==> src/rtl/pipe_pkg.sv <==
// Shared pipeline definitions: writeback source encodings and default field widths.
package pipe_pkg;

  localparam int DW_DEF = 16;
  localparam int RW_DEF = 3;
  localparam int SW_DEF = 3;

  typedef enum logic [2:0] {
    SRC_NONE  = 3'd0,
    SRC_ALU   = 3'd1,
    SRC_NPC   = 3'd2,
    SRC_SET   = 3'd3,
    SRC_SEXT8 = 3'd4,
    SRC_SLBI  = 3'd5,
    SRC_BTR   = 3'd6
  } reg_src_e;

  // Highest legal writeback source; anything above it is flagged as an error.
  localparam logic [2:0] SRC_MAX = 3'd6;

endpackage

==> src/rtl/pipe_field_reg.sv <==
// One pipeline field: synchronous active-low reset, hold keeps, clr loads zero.
module pipe_field_reg #(
  parameter int W = 1
) (
  input  logic         clk,
  input  logic         rst,
  input  logic         hold,
  input  logic         clr,
  input  logic [W-1:0] d,
  output logic [W-1:0] q
);

  always_ff @(posedge clk) begin
    if (!rst)       q <= '0;
    else if (!hold) q <= clr ? '0 : d;
  end

endmodule

==> src/rtl/ex_mem_latch.sv <==
// EX/MEM pipeline register with stall hold, flush/halt squash and sticky error.
// Optional perf counters (stallCnt, bubbleCnt) under EX_MEM_PERF_CNT_EN.
module ex_mem_latch
  import pipe_pkg::*;
#(
  parameter int DW = DW_DEF,
  parameter int RW = RW_DEF,
  parameter int SW = SW_DEF
) (
  input  logic          clk,
  input  logic          rst,
  input  logic          exValid,
  input  logic [DW-1:0] exAluOut,
  input  logic [DW-1:0] exSetVal,
  input  logic [DW-1:0] exReg1Data,
  input  logic [DW-1:0] exReg2Data,
  input  logic [DW-1:0] exNextPc,
  input  logic [DW-1:0] exInstr,
  input  logic          exMemEn,
  input  logic          exMemWrt,
  input  logic          exRegWrt,
  input  logic          exHalt,
  input  logic          exErr,
  input  logic [SW-1:0] exRegWrtSrc,
  input  logic [RW-1:0] exWriteReg,
  input  logic          flush,
  input  logic          dMemStall,
  output logic          memValid,
  output logic [DW-1:0] memAluOut,
  output logic [DW-1:0] memSetVal,
  output logic [DW-1:0] memReg1Data,
  output logic [DW-1:0] memReg2Data,
  output logic [DW-1:0] memNextPc,
  output logic [DW-1:0] memInstr,
  output logic          memMemEn,
  output logic          memMemWrt,
  output logic          memRegWrt,
  output logic          memHalt,
  output logic [SW-1:0] memRegWrtSrc,
  output logic [RW-1:0] memWriteReg,
  output logic          haltSeen,
  output logic          err,
`ifdef EX_MEM_PERF_CNT_EN
  output logic [15:0]   stallCnt,
  output logic [15:0]   bubbleCnt,
`endif
  output logic          holdOut
);

  localparam int NDATA = 6;
  localparam int NCTL  = 5;

  logic hold, squash, capture, pendingFlush, srcBad;

  assign hold    = dMemStall;
  assign squash  = flush | pendingFlush | ~exValid | haltSeen;
  assign capture = ~hold & ~squash;
  assign srcBad  = int'(exRegWrtSrc) > int'(SRC_MAX);
  assign holdOut = dMemStall;

  logic [NDATA-1:0][DW-1:0] exData, memData;
  logic [NCTL-1:0]          exCtl, memCtl;

  assign exData = {exInstr, exNextPc, exReg2Data, exReg1Data, exSetVal, exAluOut};
  assign {memInstr, memNextPc, memReg2Data, memReg1Data, memSetVal, memAluOut} = memData;
  assign exCtl  = {exHalt, exRegWrt, exMemWrt, exMemEn, exValid};
  assign {memHalt, memRegWrt, memMemWrt, memMemEn, memValid} = memCtl;

  for (genvar i = 0; i < NDATA; i++) begin : g_data
    pipe_field_reg #(.W(DW)) u_fld (
      .clk(clk), .rst(rst), .hold(hold), .clr(squash), .d(exData[i]), .q(memData[i])
    );
  end

  for (genvar i = 0; i < NCTL; i++) begin : g_ctl
    pipe_field_reg #(.W(1)) u_fld (
      .clk(clk), .rst(rst), .hold(hold), .clr(squash), .d(exCtl[i]), .q(memCtl[i])
    );
  end

  pipe_field_reg #(.W(SW)) u_src (
    .clk(clk), .rst(rst), .hold(hold), .clr(squash), .d(exRegWrtSrc), .q(memRegWrtSrc)
  );

  pipe_field_reg #(.W(RW)) u_wreg (
    .clk(clk), .rst(rst), .hold(hold), .clr(squash), .d(exWriteReg), .q(memWriteReg)
  );

  // A flush arriving during a stall is remembered and applied on release.
  always_ff @(posedge clk) begin
    if (!rst) begin
      pendingFlush <= 1'b0;
      haltSeen     <= 1'b0;
      err          <= 1'b0;
    end else if (hold) begin
      if (flush) pendingFlush <= 1'b1;
    end else begin
      pendingFlush <= 1'b0;
      if (capture && exHalt)              haltSeen <= 1'b1;
      if (capture && (exErr || srcBad))   err      <= 1'b1;
    end
  end

`ifdef EX_MEM_PERF_CNT_EN
  always_ff @(posedge clk) begin
    if (!rst) begin
      stallCnt  <= '0;
      bubbleCnt <= '0;
    end else begin
      if (hold && stallCnt != 16'hFFFF)              stallCnt  <= stallCnt + 16'd1;
      if (!hold && squash && bubbleCnt != 16'hFFFF)  bubbleCnt <= bubbleCnt + 16'd1;
    end
  end
`endif

endmodule
==> config.mk <==
export PLATFORM = sky130hd
export DESIGN_NAME = ex_mem_latch
export DESIGN_NICKNAME = d
export VERILOG_FILES = /design/src/rtl/pipe_pkg.sv /design/src/rtl/pipe_field_reg.sv /design/src/rtl/ex_mem_latch.sv
export SDC_FILE = /design/constraint.sdc
export NUM_CORES = 1
export LEC_CHECK = 0
export ABC_AREA = 1
export BUFFER_PORTS_ARGS = -buffer_cell sky130_fd_sc_hd__buf_2
export CORE_MARGIN = 2
export CORE_UTILIZATION = 47
export DETAILED_ROUTE_END_ITERATION = 8
export PLACE_DENSITY_LB_ADDON = 0.25
export RECOVER_POWER = 50
export SKIP_CTS_REPAIR_TIMING = 1
export SLEW_MARGIN = 20
export SYNTH_ARGS = -nofsm -noshare
export SYNTH_HDL_FRONTEND = slang
export SYNTH_SLANG_ARGS = --single-unit
export TNS_END_PERCENT = 10
==> constraint.sdc <==
create_clock -name clk -period 1.9 [get_ports clk]
set_input_delay 0.095 -clock clk [delete_from_list [all_inputs] [get_ports clk]]
set_output_delay 0.095 -clock clk [all_outputs]
set_load 0.02 [all_outputs]
==> impl_metrics.tcl, run 1 <==
set metrics [dict create \
    syn_nets 596 \
    grt_max_degree 59 \
    startpoint_type "register" \
    cpPeakStageDelay_ns 0.66 \
    antenna_found_initial 0 \
    place_ws_ns 0.630 \
    diodes 0 \
    reg2reg_slack_ns 0.33 \
    synth_warnings 0 \
    post_drt_wl_per_cell_um 14.0 \
    grt_first_pass_wirelength_um 15700 \
    postLayoutSetupSlackWorst_ns 0.334 \
    grt_util_all_layers_pct 21.9 \
    rsz0062_at_grt "false" \
    r2r-start "pendingFlush" \
    start_util_pct 47.9 \
    reg2regPathDepth 4 \
    final_util_pct 75.6 \
    p_per_area_mw_per_mm2 748 \
    run_status "complete, but fails checks" \
    clkTransAtPathRegs_ns 0.09 \
    die_area_mm2 0.00899 \
    crit_start "pendingFlush" \
    synthCells 484 \
    mappedNetlistArea_mm2 0.00387 \
    dieWidth_um 94.8 \
    hold_viol_final 2 \
    h-tree-depth 3 \
    cts_root_buffer "clkbuf_8" \
    nNetsFinal 905 \
    fp.dieH_um 94.8 \
    drc 0 \
    tightest_slew_ns 0.845 \
    final_max_slew_viol_count 0 \
    fin_crit_ns 1.57 \
    drtIter0Drc 173 \
    overflow 0 \
    max_cap_viol_count 0 \
    fp-row-count 33 \
    first_global_vias 3578 \
    setup_tns_ns 0 \
    syn_to_final_growth_pct 58.0 \
    fin_worst_skew_ns 0.0131 \
    post-route-period-util_pct 82.4 \
    clk_latency_ns 0.36 \
    crit_chain "nor2_2 -> buf_12 -> nand3_1 -> nand2_1" \
    yosysSeqAreaShare_pct 56.8 \
    whs_path_depth 3 \
    cts_sinks 110 \
    port_buffers 221 \
    ys_ff_latch 110 \
    vias 4386 \
    design_area_mm2 0.00612 \
    critPathKind "reg2reg" \
    synth_cell_type_count 15 \
    ios 222 \
    endpoint "g_data[2].u_fld.q[14]" \
    clock.fmax_ghz 0.639 \
    cp_data_required_time_ns 2.20 \
    ant_nets 0 \
    failed_checks "hold timing" \
    drt_pre_antenna_iters 6 \
    hold_path.class "in2reg" \
    cts_buffer_depth 2 \
    tritoncts "built" \
    viasPerCell 4.87 \
    drive_gt1_share_pct 18.5 \
    r2r-end "g_data[2].u_fld.q[14]" \
    hold_slack_ns -0.0283 \
    core_mm2 0.00809 \
    slowest_stage "nor2_2" \
    cts_made_buffers 9 \
    finalSetupViolations 0 \
    placed_area_mm2 0.00501 \
    dp_hpwl_um 7110 \
    postSynthAreaPerCell_um2 8.01 \
    timing.slew.headroom_pct 43.6 \
    p_leak_nw 2.98 \
    path_max_fanout 40 \
    place.gp.congestion 0.841 \
    arrival_ns 1.86 \
    totalWireLength_um 12600 \
    worst_setup_path_end_kind "register" \
    ir_drop_mv 0.507 \
]
==> layout make-up <==
| type | count | area (µm²) |
|---|---|---|
| Fill cell | 611 | 1970 |
| Timing Repair Buffer | 332 | 2090 |
| Multi-Input combinational cell | 334 | 1450 |
| Tap cell | 105 | 131 |
| Inverter | 6 | 22.5 |
| Sequential cell | 110 | 2200 |
| Clock buffer | 10 | 128 |
| Clock inverter | 4 | 97.6 |
==> layout by cell type (no fill, tap or decap) <==
| cell type | netlist | routed |
|---|---|---|
| buf_12 | 0 | 2 |
| buf_2 | 12 | 112 |
| buf_4 | 3 | 6 |
| bufinv_16 | 0 | 3 |
| clkbuf_1 | 11 | 110 |
| clkbuf_8 | 0 | 9 |
| clkinvlp_4 | 0 | 1 |
| dfxtp_1 | 110 | 110 |
| dlygate4sd3_1 | 0 | 103 |
| inv_1 | 5 | 5 |
| inv_2 | 1 | 1 |
| nand2_1 | 219 | 219 |
| nand2_2 | 1 | 1 |
| nand3_1 | 98 | 98 |
| nand3_2 | 10 | 10 |
| nor2_1 | 2 | 2 |
| nor2_2 | 0 | 1 |
| nor2_4 | 2 | 1 |
| o21ai_0 | 2 | 2 |
==> cells by family (layout without fill, tap and decap cells) <==
group                  Yosys count  in the layout  share of synthesized area [%]
AND/OR/NAND/NOR                332            332                           37.4
buffers and inverters           40            352                           5.52
flip-flops                     110            110                           56.8
AO/OA/AOI/OAI                    2              2                          0.258
==> flip-flops by register name, indices dropped and copies added (netlist names) <==
name,cells
g_ctl.u_fld.q,5
u_wreg.q,3
pendingFlush,1
g_data.u_fld.q,96
u_src.q,3
err,1
haltSeen,1
==> worst min path at each step <==
stage	start	end	slack (ns)
CTS	exWriteReg[1]	u_wreg.q[1]	-0.06
detailed placement	exSetVal[14]	g_data[1].u_fld.q[14]	0.31
finish	exAluOut[9]	g_data[0].u_fld.q[9]	-0.03
global placement	exReg1Data[14]	g_data[2].u_fld.q[14]	0.31
global route	exReg2Data[11]	g_data[3].u_fld.q[11]	-0.02
floorplan	rst	err	0.21
==> where the power goes <==
part	leakage [nW]	internal, mW	total [mW]	switching, mW
clock	0.108	0.863	1.59	0.726
combinational	1.98	0.289	0.602	0.313
sequential	0.891	2.36	2.39	0.0298
==> worst max-delay path: cells and delay by family (launching register included) <==
kind                   cells  cell delay [ns]
buffers and inverters      1             0.29
flip-flops                 1             0.31
AND/OR/NAND/NOR            3             0.88
==> synthesized netlist by cell type <==
| master | count | area share [%] |
|---|---|---|
| clkbuf_1 | 11 | 1.1 |
| nand3_2 | 10 | 2.6 |
| nand3_1 | 98 | 13 |
| dfxtp_1 | 110 | 57 |
| buf_6 | 5 | 1.5 |
| buf_1 | 3 | 0.29 |
| nor2_1 | 2 | 0.19 |
| inv_2 | 1 | 0.097 |
| nor2_4 | 2 | 0.58 |
| inv_1 | 5 | 0.48 |
| buf_4 | 3 | 0.58 |
| buf_2 | 12 | 1.5 |
| o21ai_0 | 2 | 0.26 |
| nand2_2 | 1 | 0.16 |
| nand2_1 | 219 | 21 |
==> layer usage <==
layer	vias up	share of wire (%)	GRT usage, %
met3	25	7.3	7.18
met2	200	52	38.9
met4	0	2.3	7.49
met5	-	0	0
li1	2150	-	-
met1	2011	39	24.5
==> per-stage QoR <==
stage,hold WS [ns],power [mW],std cells
final,-0.0283,4.58,901
after global routing,-0.0153,4.76,901
after CTS,-0.0647,4.44,798
after detailed placement,0.313,2.87,784
after global placement,0.309,2.87,784
after floorplan,0.205,2.67,484
(Power assumes the default switching activity.)
==> inputs of run 2 (changes only) <==
--- a/config.mk
+++ b/config.mk
@@ -8,7 +8,7 @@
 export ABC_AREA = 1
 export BUFFER_PORTS_ARGS = -buffer_cell sky130_fd_sc_hd__buf_2
 export CORE_MARGIN = 2
-export CORE_UTILIZATION = 47
+export CORE_UTILIZATION = 39
 export DETAILED_ROUTE_END_ITERATION = 8
 export PLACE_DENSITY_LB_ADDON = 0.25
 export RECOVER_POWER = 50
==> constraint.sdc (replaced) <==
create_clock -name clk -period 1.4 [get_ports clk]
set_input_delay 0.07 -clock clk [delete_from_list [all_inputs] [get_ports clk]]
set_output_delay 0.07 -clock clk [all_outputs]
set_load 0.02 [all_outputs]
==> run 2 against run 1 <==
The flow still finishes with violations (hold timing). Cell count up 3.8%. Sequential share of layout area down 0.58 points. Register-to-register slack worse by 0.10 ns. Clock skew up 0.00072 ns. Critical path type unchanged. Largest power group unchanged.
==> impl_metrics.tcl, run 2 (synthesized netlist as in run 1, its figures left out) <==
set metrics [dict create \
    dieWidth_um 104 \
    cp_data_required_time_ns 1.69 \
    regMostFlops "g_data.u_fld.q" \
    post_drt_wl_per_cell_um 13.5 \
    final_max_slew_viol_count 0 \
    run_status "complete, but fails checks" \
    port_buffers 221 \
    overflow 0 \
    arrival_ns 1.46 \
    crit_chain "inv_1 -> nand2_1 -> nor2_4 -> buf_12 -> nand3_1 -> nand2_1" \
    p_per_area_mw_per_mm2 953 \
    clkTransAtPathRegs_ns 0.09 \
    cts_made_buffers 9 \
    setup_tns_ns 0 \
    cts_sinks 110 \
    first_global_vias 3596 \
    rsz0062_at_grt "false" \
    hold_path_end "err" \
    whs_path_depth 3 \
    nNetsFinal 908 \
    post-route-period-util_pct 83.6 \
    die_area_mm2 0.0107 \
    max_cap_viol_count 0 \
    path_max_fanout 48 \
    slowest_stage "dfxtp_1" \
    antenna_found_initial 1 \
    totalWireLength_um 12600 \
    final_cell_count_no_fill 935 \
    place_inst 813 \
    reg2reg_slack_ns 0.23 \
    viasPerCell 4.64 \
    critPathKind "reg2reg" \
    final_common_cell "nand2_1" \
    r2r-start "haltSeen" \
    hold_path.class "in2reg" \
    drtIter0Drc 252 \
    startpoint_type "register" \
    ant_nets 0 \
    clk_latency_ns 0.35 \
    dp_hpwl_um 7400 \
    r2r-end "g_ctl[1].u_fld.q" \
    failed_checks "hold timing" \
    cpMostUsedCell "nand2_1" \
    grt_first_pass_wirelength_um 16700 \
    drt_pre_antenna_iters 4 \
    drive_gt1_share_pct 18.9 \
    tightest_slew_ns 0.314 \
    totalPowerFinal_mw 5.93 \
    finalSetupViolations 0 \
    place.gp.congestion 0.754 \
    fp.dieH_um 104 \
    ios 222 \
    mostFrequentLayoutCells "nand2_1, buf_2, dfxtp_1, clkbuf_1, dlygate4sd3_1" \
    reg2regPathDepth 6 \
    grt_max_degree 76 \
    ir_drop_mv 0.496 \
    cpPeakStageDelay_ns 0.35 \
    largest_reg_flops 96 \
    crit_start "haltSeen" \
    worst_setup_path_end_kind "register" \
    h-tree-depth 3 \
    core_mm2 0.00973 \
    n_fill_cell 837 \
    cts_root_buffer "clkbuf_8" \
    syn_to_final_growth_pct 60.5 \
    cts_buffer_depth 2 \
    clock.fmax_ghz 0.855 \
    largest_registers "g_data.u_fld.q (96), g_ctl.u_fld.q (5)" \
    fp-row-count 36 \
    timing.slew.headroom_pct 79.1 \
    tritoncts "built" \
    grt_util_all_layers_pct 18.6 \
    p_leak_nw 3.00 \
    fin_crit_ns 1.17 \
    vias 4337 \
    start_util_pct 39.8 \
    worstHoldStart "rst" \
    hold_viol_final 2 \
    fin_worst_skew_ns 0.0138 \
    drc 0 \
    hold_slack_ns -0.0106 \
]
-- run 2: area by class of cell --
cell class / count / area, µm² / area share [%]
inverter: 6 / 23.8 / 0.382
clock inverter: 5 / 40.0 / 0.644
tap: 133 / 166 / 2.67
multi-input combinational: 334 / 1460 / 23.5
timing repair buffer: 335 / 2180 / 35.0
clock buffer: 11 / 151 / 2.43
sequential: 110 / 2200 / 35.4
antenna: 1 / 2.50 / 0.0402
-- run 2: per-layer routing --
metal	wire length (µm)	global-route usage [%]	share of wire [%]	up-vias
met5	0	0	0	-
met4	327	6.27	2.6	0
met3	879	5.35	7.0	32
met2	6130	31.3	48	202
met1	5310	23.0	42	1940
li1	-	-	-	2163
-- run 2: worst max-delay path: cells and delay by family, from the launching register on --
kind,cells,cell delay (ns)
buf+inv,2,0.31
flops,1,0.35
simple gates,4,0.45
-- run 2: how the worst max path moves through the flow --
stage and endpoint:
6_report g_ctl[1].u_fld.q, 5_1_grt g_data[1].u_fld.q[5], 4_1_cts g_data[0].u_fld.q[8], 3_5_place_dp g_data[0].u_fld.q[8], 3_3_place_gp g_data[5].u_fld.q[0], 2_1_floorplan g_data[3].u_fld.q[13]
-- run 2: power by group --
group | total (mW) | internal (mW) | switching (mW) | leakage, nW
logic | 0.844 | 0.417 | 0.428 | 2.01
clock network | 1.84 | 0.767 | 1.07 | 0.101
registers | 3.24 | 3.20 | 0.0413 | 0.891
-- run 2: per-stage QoR --
step                setup WS (ns)  area, µm²  utilization (%)
floorplan                   0.263       3870                -
global placement            0.287       5110             52.5
detailed placement          0.231       5110             52.5
CTS                         0.210       5300             54.5
global route                0.100       6220             63.9
finish                      0.230       6220             63.9
